==> src/rtl/switch_input_port.sv <==
`default_nettype none
// ============================================================================
// Module      : switch_input_port
// Description : Turns the raw switch bank and load pushbutton into one-shot
//               data words for the datapath's external-input operand.
//               Switches and button are synchronized, the button is
//               debounced, and each debounced press captures the switch word.
//               The word is held under a valid/ready handshake until the
//               datapath consumes it.
// Ports       : clk        - system clock (divided domain), rising edge
//               rst        - synchronous, active-low reset
//               sw_in      - raw asynchronous switch bank [DATA_W]
//               load_btn   - raw asynchronous load pushbutton, active-high
//               data_ready - consumer accepts data_out this cycle
//               data_out   - captured switch word, stable while data_valid
//               data_valid - data_out holds an unconsumed word
//               btn_level  - debounced button level
//               overrun    - sticky, a press was dropped while a word pended
// Options     : SWITCH_AUTO_LOAD_EN - a settled change of the switch word
//               also triggers a capture, exactly like a button press.
// Revision    : 1.0 - initial release
// ============================================================================
module switch_input_port #(
    parameter int DATA_W          = 8,
    parameter int SYNC_STAGES     = 2,
    parameter int DEBOUNCE_CYCLES = 16
) (
    input  logic              clk,
    input  logic              rst,
    input  logic [DATA_W-1:0] sw_in,
    input  logic              load_btn,
    input  logic              data_ready,
    output logic [DATA_W-1:0] data_out,
    output logic              data_valid,
    output logic              btn_level,
    output logic              overrun
);

    localparam int                 c_CNT_W   = $clog2(DEBOUNCE_CYCLES);
    localparam logic [c_CNT_W-1:0] c_CNT_MAX = c_CNT_W'(DEBOUNCE_CYCLES - 1);

    typedef enum logic [0:0] {
        IDLE    = 1'b0,
        PENDING = 1'b1
    } state_t;

    // ------------------------------------------------------------------
    // Input synchronizers (index 0 is the first stage)
    // ------------------------------------------------------------------
    logic [SYNC_STAGES-1:0][DATA_W-1:0] r_sw_sync;
    logic [SYNC_STAGES-1:0]             r_btn_sync;
    logic [DATA_W-1:0]                  w_sw_sync;
    logic                               w_btn_sync;

    always_ff @(posedge clk) begin
        if (!rst) begin
            r_sw_sync  <= '0;
            r_btn_sync <= '0;
        end else begin
            r_sw_sync  <= {r_sw_sync[SYNC_STAGES-2:0], sw_in};
            r_btn_sync <= {r_btn_sync[SYNC_STAGES-2:0], load_btn};
        end
    end

    assign w_sw_sync  = r_sw_sync[SYNC_STAGES-1];
    assign w_btn_sync = r_btn_sync[SYNC_STAGES-1];

    // ------------------------------------------------------------------
    // Button debounce: the counter only runs while the synchronized level
    // disagrees with the debounced level, so any return to agreement
    // restarts it.
    // ------------------------------------------------------------------
    logic [c_CNT_W-1:0] r_btn_cnt;
    logic               r_btn_level;
    logic               w_btn_settle;
    logic               w_press;

    // The press is flagged on the same edge btn_level rises, so the capture
    // lands together with the level change.
    assign w_btn_settle = (w_btn_sync != r_btn_level) && (r_btn_cnt == c_CNT_MAX);
    assign w_press      = w_btn_settle && w_btn_sync;

    always_ff @(posedge clk) begin
        if (!rst) begin
            r_btn_cnt   <= '0;
            r_btn_level <= 1'b0;
        end else if (w_btn_sync == r_btn_level) begin
            r_btn_cnt   <= '0;
        end else if (r_btn_cnt == c_CNT_MAX) begin
            r_btn_level <= w_btn_sync;
            r_btn_cnt   <= '0;
        end else begin
            r_btn_cnt   <= r_btn_cnt + 1'b1;
        end
    end

    // ------------------------------------------------------------------
    // Capture event source
    // ------------------------------------------------------------------
    logic w_event;

`ifdef SWITCH_AUTO_LOAD_EN
    // Switch-word tracker. A word must stay identical for the full debounce
    // window; any movement, even to another non-tracked value, restarts the
    // count with the moved-to cycle counted as the first.
    logic [DATA_W-1:0]  r_sw_level;
    logic [DATA_W-1:0]  r_sw_prev;
    logic [c_CNT_W-1:0] r_sw_cnt;
    logic               w_sw_diff;
    logic               w_sw_moved;
    logic               w_auto;

    assign w_sw_diff  = (w_sw_sync != r_sw_level);
    assign w_sw_moved = (w_sw_sync != r_sw_prev);
    assign w_auto     = w_sw_diff && !w_sw_moved && (r_sw_cnt == c_CNT_MAX);

    always_ff @(posedge clk) begin
        if (!rst) begin
            r_sw_level <= '0;
            r_sw_prev  <= '0;
            r_sw_cnt   <= '0;
        end else begin
            r_sw_prev <= w_sw_sync;
            if (!w_sw_diff) begin
                r_sw_cnt   <= '0;
            end else if (w_sw_moved) begin
                r_sw_cnt   <= c_CNT_W'(1);
            end else if (r_sw_cnt == c_CNT_MAX) begin
                r_sw_level <= w_sw_sync;
                r_sw_cnt   <= '0;
            end else begin
                r_sw_cnt   <= r_sw_cnt + 1'b1;
            end
        end
    end

    // Coincident press and auto event collapse into one capture.
    assign w_event = w_press | w_auto;
`else
    assign w_event = w_press;
`endif

    // ------------------------------------------------------------------
    // Capture / handshake FSM
    // ------------------------------------------------------------------
    state_t            r_state;
    state_t            w_state_nxt;
    logic [DATA_W-1:0] r_data;
    logic [DATA_W-1:0] w_data_nxt;
    logic              r_valid;
    logic              w_valid_nxt;
    logic              r_overrun;
    logic              w_overrun_nxt;
    logic              w_handshake;

    assign w_handshake = r_valid && data_ready;

    always_comb begin
        w_state_nxt   = r_state;
        w_data_nxt    = r_data;
        w_valid_nxt   = r_valid;
        w_overrun_nxt = r_overrun;
        case (r_state)
            IDLE: begin
                if (w_event) begin
                    w_data_nxt  = w_sw_sync;
                    w_valid_nxt = 1'b1;
                    w_state_nxt = PENDING;
                end
            end
            PENDING: begin
                if (w_handshake) begin
                    // A press on the consuming cycle refills the slot
                    // directly, so nothing is lost and no overrun occurs.
                    if (w_event) begin
                        w_data_nxt  = w_sw_sync;
                    end else begin
                        w_valid_nxt = 1'b0;
                        w_state_nxt = IDLE;
                    end
                end else if (w_event) begin
                    w_overrun_nxt = 1'b1;
                end
            end
            default: begin
                w_state_nxt = IDLE;
                w_valid_nxt = 1'b0;
            end
        endcase
    end

    always_ff @(posedge clk) begin
        if (!rst) begin
            r_state   <= IDLE;
            r_data    <= '0;
            r_valid   <= 1'b0;
            r_overrun <= 1'b0;
        end else begin
            r_state   <= w_state_nxt;
            r_data    <= w_data_nxt;
            r_valid   <= w_valid_nxt;
            r_overrun <= w_overrun_nxt;
        end
    end

    assign data_out   = r_data;
    assign data_valid = r_valid;
    assign btn_level  = r_btn_level;
    assign overrun    = r_overrun;

endmodule
`default_nettype wire

==> config.mk <==
export PLATFORM = sky130hd
export DESIGN_NAME = switch_input_port
export DESIGN_NICKNAME = d
export VERILOG_FILES = /design/src/rtl/switch_input_port.sv
export SDC_FILE = /design/constraint.sdc
export NUM_CORES = 1
export LEC_CHECK = 0
export BUFFER_PORTS_ARGS = -buffer_cell sky130_fd_sc_hd__buf_2
export CAP_MARGIN = 0
export CORE_MARGIN = 8
export CORE_UTILIZATION = 40
export CTS_CLUSTER_DIAMETER = 60
export DETAILED_ROUTE_END_ITERATION = 7
export GPL_TIMING_DRIVEN = 0
export PLACE_DENSITY = 0.66
export SKIP_CTS_REPAIR_TIMING = 1
export SLEW_MARGIN = 20
export SYNTH_ARGS = -nofsm -noshare
export SYNTH_HDL_FRONTEND = slang
export SYNTH_SLANG_ARGS = --single-unit
==> constraint.sdc <==
create_clock -name clk -period 1.8 [get_ports clk]
set_input_delay 0.18 -clock clk [delete_from_list [all_inputs] [get_ports clk]]
set_output_delay 0.18 -clock clk [all_outputs]
set_load 0.03 [all_outputs]
==> run metrics, run 1 <==
fraction of layout cells with a size suffix above 1 22.6%; GPL Wtd Cong 0.663; Pint about 980 uW; sequential cell area fraction in the yosys report about 60%; clock power share 34.6%; buffers added on ports 21; Hold Path Class input port to flip-flop; Clock Latency Late Sink 0.34 ns; net switching power figure 268 uW; reg2reg end data_out[5]$_SDFFE_PN0P_; Comb power frac about 3.2%; DIE AREA approximately 4800 um^2; total number of vias between 700 and 800; core area 2710 um^2; Sw Ratio 21.5%; die width slightly below 70 um; top post-synthesis cells by area dfxtp_1, and2_1, mux2i_1, nand2_1, xor2_1; Syn. warnings 0; Req. time, crit path 2.07 ns; die height 69.1 um; endpoints failing hold 0; number of antenna violations at the first check in global routing 0; Filler cells approximately 270; fmax about 0.64 GHz; Post-Synth Simple-Gate Area a little under a quarter; WHS Path Cells 2; FF-to-FF setup slack roughly 0.24 ns; First-pass DRT Iterations 4; GRT Util Overall 8.03%; # rows 19; RSZ-0062 raised after global routing no; part of the power in registers roughly 62%; Adder-Cell Fraction of Synth Area 1.11%; Routed Wire Length around 1800 um; post-synthesis cell type count 20; crit path time final 1.56 ns; final period utilization 86.6%; kind of critical path flip-flop to flip-flop; final setup fails 0; net count after synthesis around 120; clock root cell clkbuf_4; Finished Core Util 49.2%; H-tree lvl count 2; post-detailed-route wirelength per cell 11.3 um; grt total ovfl 0; most frequent cells in the layout dfxtp_1, buf_2, and2_1; Final Net Count 145; final setup TNS 0 ns; Clock transition at path regs 0.10 ns; vias in the first global route 722; arrival time worst endpoint 1.82 ns; CTS tree yes; worst slew pin tran approximately 0.50 ns; Synth top area share 60.3%; mux share of post-synthesis cell area 7.98%; max cap viols 0; CP max FO 8; antenna violation net count after detailed routing 0; Syn-to-layout area delta 18.1%; Compound-Gate Fraction of Synth Area 2.99%; Slew Limit Fails 0; Worst R2R Start r_btn_cnt[0]$_SDFF_PP0_; R2R depth 4; drt via density around 4.4; mean area per synthesized cell 10.9 um^2; Starting Density 41.6%; Leakage ~0.57 nW; register bit total from synthesis 34; first-pass GRT wire length 3060 um; Crit. End Element flip-flop; CTS Buf Count 5; diode count 0; DP HPWL roughly 1400 um; clock sinks 34; Top Ports 23; Synth area leader dfxtp_1; xor and xnor area share after synthesis 2.33%; Mapped Cells approximately 100; Critical Path Start Type flip-flop; hold endpoint r_sw_sync[2]$_SDFF_PN0_; status completed; Cell Area, Synth 1130 um^2; # DRC 0; largest family of logic cells by synthesized area simple AND/OR/NAND/NOR gates; most common cell after layout, fill and taps aside dfxtp_1; initial drt markers 15; pin count of the biggest net entering global routing 11; worst rel slew slack between 60 and 70%; worst hold start sw_in[2]; Max clock buf depth 2; P per Cell Area 937 nW/um^2; Clock Skew a little over 0.009 ns; peak supply drop 575 uV
-- registers in the layout, summed over array words and instances, names as in the netlist --
signal	flops
data_out	8
r_sw_sync	8
w_sw_sync	8
r_btn_cnt	4
r_btn_sync	2
btn_level	1
data_valid	1
overrun	1
r_state	1
-- worst max path at each step --
stage,slack (ns),startpoint,endpoint,cells past startpoint
after CTS,0.22,r_btn_cnt[0]$_SDFF_PP0_,data_out[5]$_SDFFE_PN0P_,4
after detailed placement,0.27,r_btn_cnt[0]$_SDFF_PP0_,data_out[1]$_SDFFE_PN0P_,4
final,0.24,r_btn_cnt[0]$_SDFF_PP0_,data_out[5]$_SDFFE_PN0P_,4
after floorplan,0.43,r_btn_cnt[0]$_SDFF_PP0_,data_out[0]$_SDFFE_PN0P_,4
after global placement,0.30,r_btn_cnt[0]$_SDFF_PP0_,data_out[7]$_SDFFE_PN0P_,4
after global routing,0.11,r_btn_cnt[0]$_SDFF_PP0_,data_out[5]$_SDFFE_PN0P_,4
-- kinds of logic after synthesis --
family,after synthesis
AND/OR/NAND/NOR,48
flip-flops,34
multiplexers,9
buffers and inverters,5
AO/OA/AOI/OAI,4
XOR/XNOR,3
adder cells (fa/ha/maj),1
-- cell usage after synthesis --
| cell type | instances |
|---|---|
| ha_1 | 1 |
| nor3_1 | 1 |
| clkbuf_1 | 4 |
| nand2b_1 | 1 |
| nand3_1 | 2 |
| xor2_1 | 3 |
| and2_1 | 18 |
| o21a_1 | 2 |
| dfxtp_1 | 34 |
| o221a_1 | 1 |
| nor2_1 | 4 |
| a21boi_1 | 1 |
| and3_1 | 1 |
| inv_1 | 1 |
| nor3b_1 | 1 |
| nor2b_1 | 1 |
| nand3_4 | 1 |
| mux2i_1 | 9 |
| nand2_1 | 17 |
| nor3_4 | 1 |
-- layer usage --
layer	vias up	GRT usage, %	part of all wire, %
li1	389	-	-
met1	316	7.85	44
met2	17	12.5	48
met3	5	5.15	5.7
met4	0	4.78	2.4
met5	-	0	0
-- critical path: stages (launching register included) --
cell     delay, ns
dfxtp_1       0.36
ha_1          0.25
nand3_4       0.14
nor3_4        0.48
mux2i_1       0.25
-- power by group through the flow --
stage | clock (mW) | combinational [mW] | sequential, mW
6_report | 0.432 | 0.0405 | 0.776
5_1_grt | 0.477 | 0.0476 | 0.778
4_1_cts | 0.451 | 0.0417 | 0.776
3_5_place_dp | 0 | 0.0417 | 0.793
3_3_place_gp | 0 | 0.0403 | 0.793
2_1_floorplan | 0 | 0.0258 | 0.792
-- per-stage QoR --
| step | hold slack [ns] | power [mW] | setup WS (ns) | std cells | instance area, um^2 |
|---|---|---|---|---|---|
| final | 0.0328 | 1.25 | 0.241 | 164 | 1330 |
| after global routing | 0.0252 | 1.30 | 0.113 | 164 | 1330 |
| after CTS | 0.0243 | 1.27 | 0.224 | 164 | 1330 |
| after detailed placement | 0.389 | 0.835 | 0.274 | 156 | 1270 |
| after global placement | 0.385 | 0.833 | 0.300 | 156 | 1270 |
| after floorplan | 0.307 | 0.818 | 0.431 | 104 | 1130 |
-- area by class of cell --
cell class | count | area, um^2 | area share [%]
Clock inverter | 1 | 5.00 | 0.376
Inverter | 1 | 3.75 | 0.282
Tap cell | 31 | 38.8 | 2.91
Sequential cell | 34 | 681 | 51.1
Timing Repair Buffer | 21 | 105 | 7.89
Clock buffer | 7 | 55.1 | 4.13
Multi-Input combinational cell | 65 | 429 | 32.2
Buffer | 4 | 15.0 | 1.13
(Power assumes the default switching activity.)
==> run 2, diff against run 1 <==
--- a/config.mk
+++ b/config.mk
@@ -13,6 +13,7 @@
 export DETAILED_ROUTE_END_ITERATION = 7
 export GPL_TIMING_DRIVEN = 0
 export PLACE_DENSITY = 0.66
+export RECOVER_POWER = 50
 export SKIP_CTS_REPAIR_TIMING = 1
 export SLEW_MARGIN = 20
 export SYNTH_ARGS = -nofsm -noshare
==> run metrics, run 2 (synthesized netlist as in run 1, its figures left out) <==
first-pass GRT wire length 3060 um; worst rel slew slack 66.8%; P per Cell Area 940 nW/um^2; # DRC 0; grt total ovfl 0; reg2reg end data_out[5]$_SDFFE_PN0P_; Worst R2R Start r_btn_cnt[0]$_SDFF_PP0_; total number of vias 727; Leakage ~0.55 nW; Top Ports 23; Slew Limit Fails 0; CTS Buf Count 5; clock root cell clkbuf_4; Bufs and invs on worst path 0; die width between 60 and 70 um; Critical Path Start Type flip-flop; diode count 0; core area 2710 um^2; Clock Latency Late Sink about 0.34 ns; R2R depth 4; CP max FO 8; crit path time final around 1.6 ns; Hold Path Class input port to flip-flop; delay-heaviest family, CP simple AND/OR/NAND/NOR gates; First-pass DRT Iterations 4; max cap viols 0; # rows 19; number of antenna violations at the first check in global routing 0; Clock Skew 0.00910 ns; Syn-to-layout area delta 17.7%; fmax 0.641 GHz; Filler cells 267; hold endpoint r_sw_sync[2]$_SDFF_PN0_; CTS tree yes; DP HPWL roughly 1400 um; endpoints failing hold 0; Starting Density 41.6%; WHS roughly 0.033 ns; RSZ-0062 raised after global routing no; worst hold start sw_in[2]; final period utilization between 80% and 90%; Largest stage delay, worst path between 0.4 and 0.5 ns; antenna violation net count after detailed routing 0; drt via density 4.43; vias in the first global route around 720; GRT Util Overall 8.03%; Crit. End Element flip-flop; Max clock buf depth 2; Clock transition at path regs 0.10 ns; clock sinks 34; slowest CP cell nor3_4; initial drt markers 15; Final Net Count 145; arrival time worst endpoint about 1.8 ns; status completed; Routed Wire Length approximately 1900 um; Req. time, crit path 2.07 ns; most frequent cells in the layout dfxtp_1, buf_2, nand2_1; H-tree lvl count 2; worst slew pin tran around 0.5 ns; peak supply drop 574 uV; GPL Wtd Cong roughly 0.66; WHS Path Cells 2; pin count of the biggest net entering global routing 11; post-detailed-route wirelength per cell ~11 um; most common cell after layout, fill and taps aside dfxtp_1; crit-path cells ha_1, nand3_4, nor3_4, mux2i_1; fraction of layout cells with a size suffix above 1 20.3%; final setup fails 0; final setup TNS 0 ns; DIE AREA 4780 um^2; die height 69.1 um; buffers added on ports 21; FF-to-FF setup slack between 0.2 and 0.25 ns; kind of critical path flip-flop to flip-flop
-- run 2: power by group --
part / switching, mW / internal (mW) / leakage, nW / total, mW
Clock: 0.243 / 0.189 / 0.0353 / 0.432
Combinational: 0.0198 / 0.0205 / 0.239 / 0.0403
Sequential: 0.00483 / 0.771 / 0.278 / 0.776
Total: 0.268 / 0.981 / 0.552 / 1.25
-- run 2: worst max-delay path by stage --
stage / from / endpoint / slack [ns] / depth (start not counted)
2_1_floorplan: r_btn_cnt[0]$_SDFF_PP0_ / data_out[0]$_SDFFE_PN0P_ / 0.43 / 4
3_3_place_gp: r_btn_cnt[0]$_SDFF_PP0_ / data_out[7]$_SDFFE_PN0P_ / 0.30 / 4
3_5_place_dp: r_btn_cnt[0]$_SDFF_PP0_ / data_out[1]$_SDFFE_PN0P_ / 0.27 / 4
4_1_cts: r_btn_cnt[0]$_SDFF_PP0_ / data_out[5]$_SDFFE_PN0P_ / 0.22 / 4
5_1_grt: r_btn_cnt[0]$_SDFF_PP0_ / data_out[5]$_SDFFE_PN0P_ / 0.11 / 4
6_report: r_btn_cnt[0]$_SDFF_PP0_ / data_out[5]$_SDFFE_PN0P_ / 0.24 / 4
-- run 2: final cells by class --
type | count | area, um^2 | area share [%]
sequential | 34 | 681 | 51.2
multi-input combinational | 65 | 429 | 32.3
timing repair buffer | 21 | 101 | 7.63
clock buffer | 7 | 55.1 | 4.14
tap | 31 | 38.8 | 2.92
buffer | 4 | 15.0 | 1.13
clock inverter | 1 | 5.00 | 0.377
inverter | 1 | 3.75 | 0.282
-- run 2: metrics by stage --
step | total power, mW | util [%] | cells | worst slack, ns | area (um^2)
6_report | 1.25 | 49.0 | 164 | 0.241 | 1330
4_1_cts | 1.27 | 49.2 | 164 | 0.224 | 1330
5_1_grt | 1.30 | 49.0 | 164 | 0.113 | 1330
2_1_floorplan | 0.818 | - | 104 | 0.431 | 1130
3_3_place_gp | 0.833 | 47.0 | 156 | 0.300 | 1270
3_5_place_dp | 0.835 | 47.0 | 156 | 0.274 | 1270
-- run 2: per-layer routing --
| metal | GRT usage (%) | wire length, um | vias to the layer above |
|---|---|---|---|
| met3 | 5.15 | 106 | 5 |
| met5 | 0 | 0 | - |
| li1 | - | - | 389 |
| met1 | 7.85 | 820 | 316 |
| met2 | 12.5 | 881 | 17 |
| met4 | 4.78 | 45 | 0 |
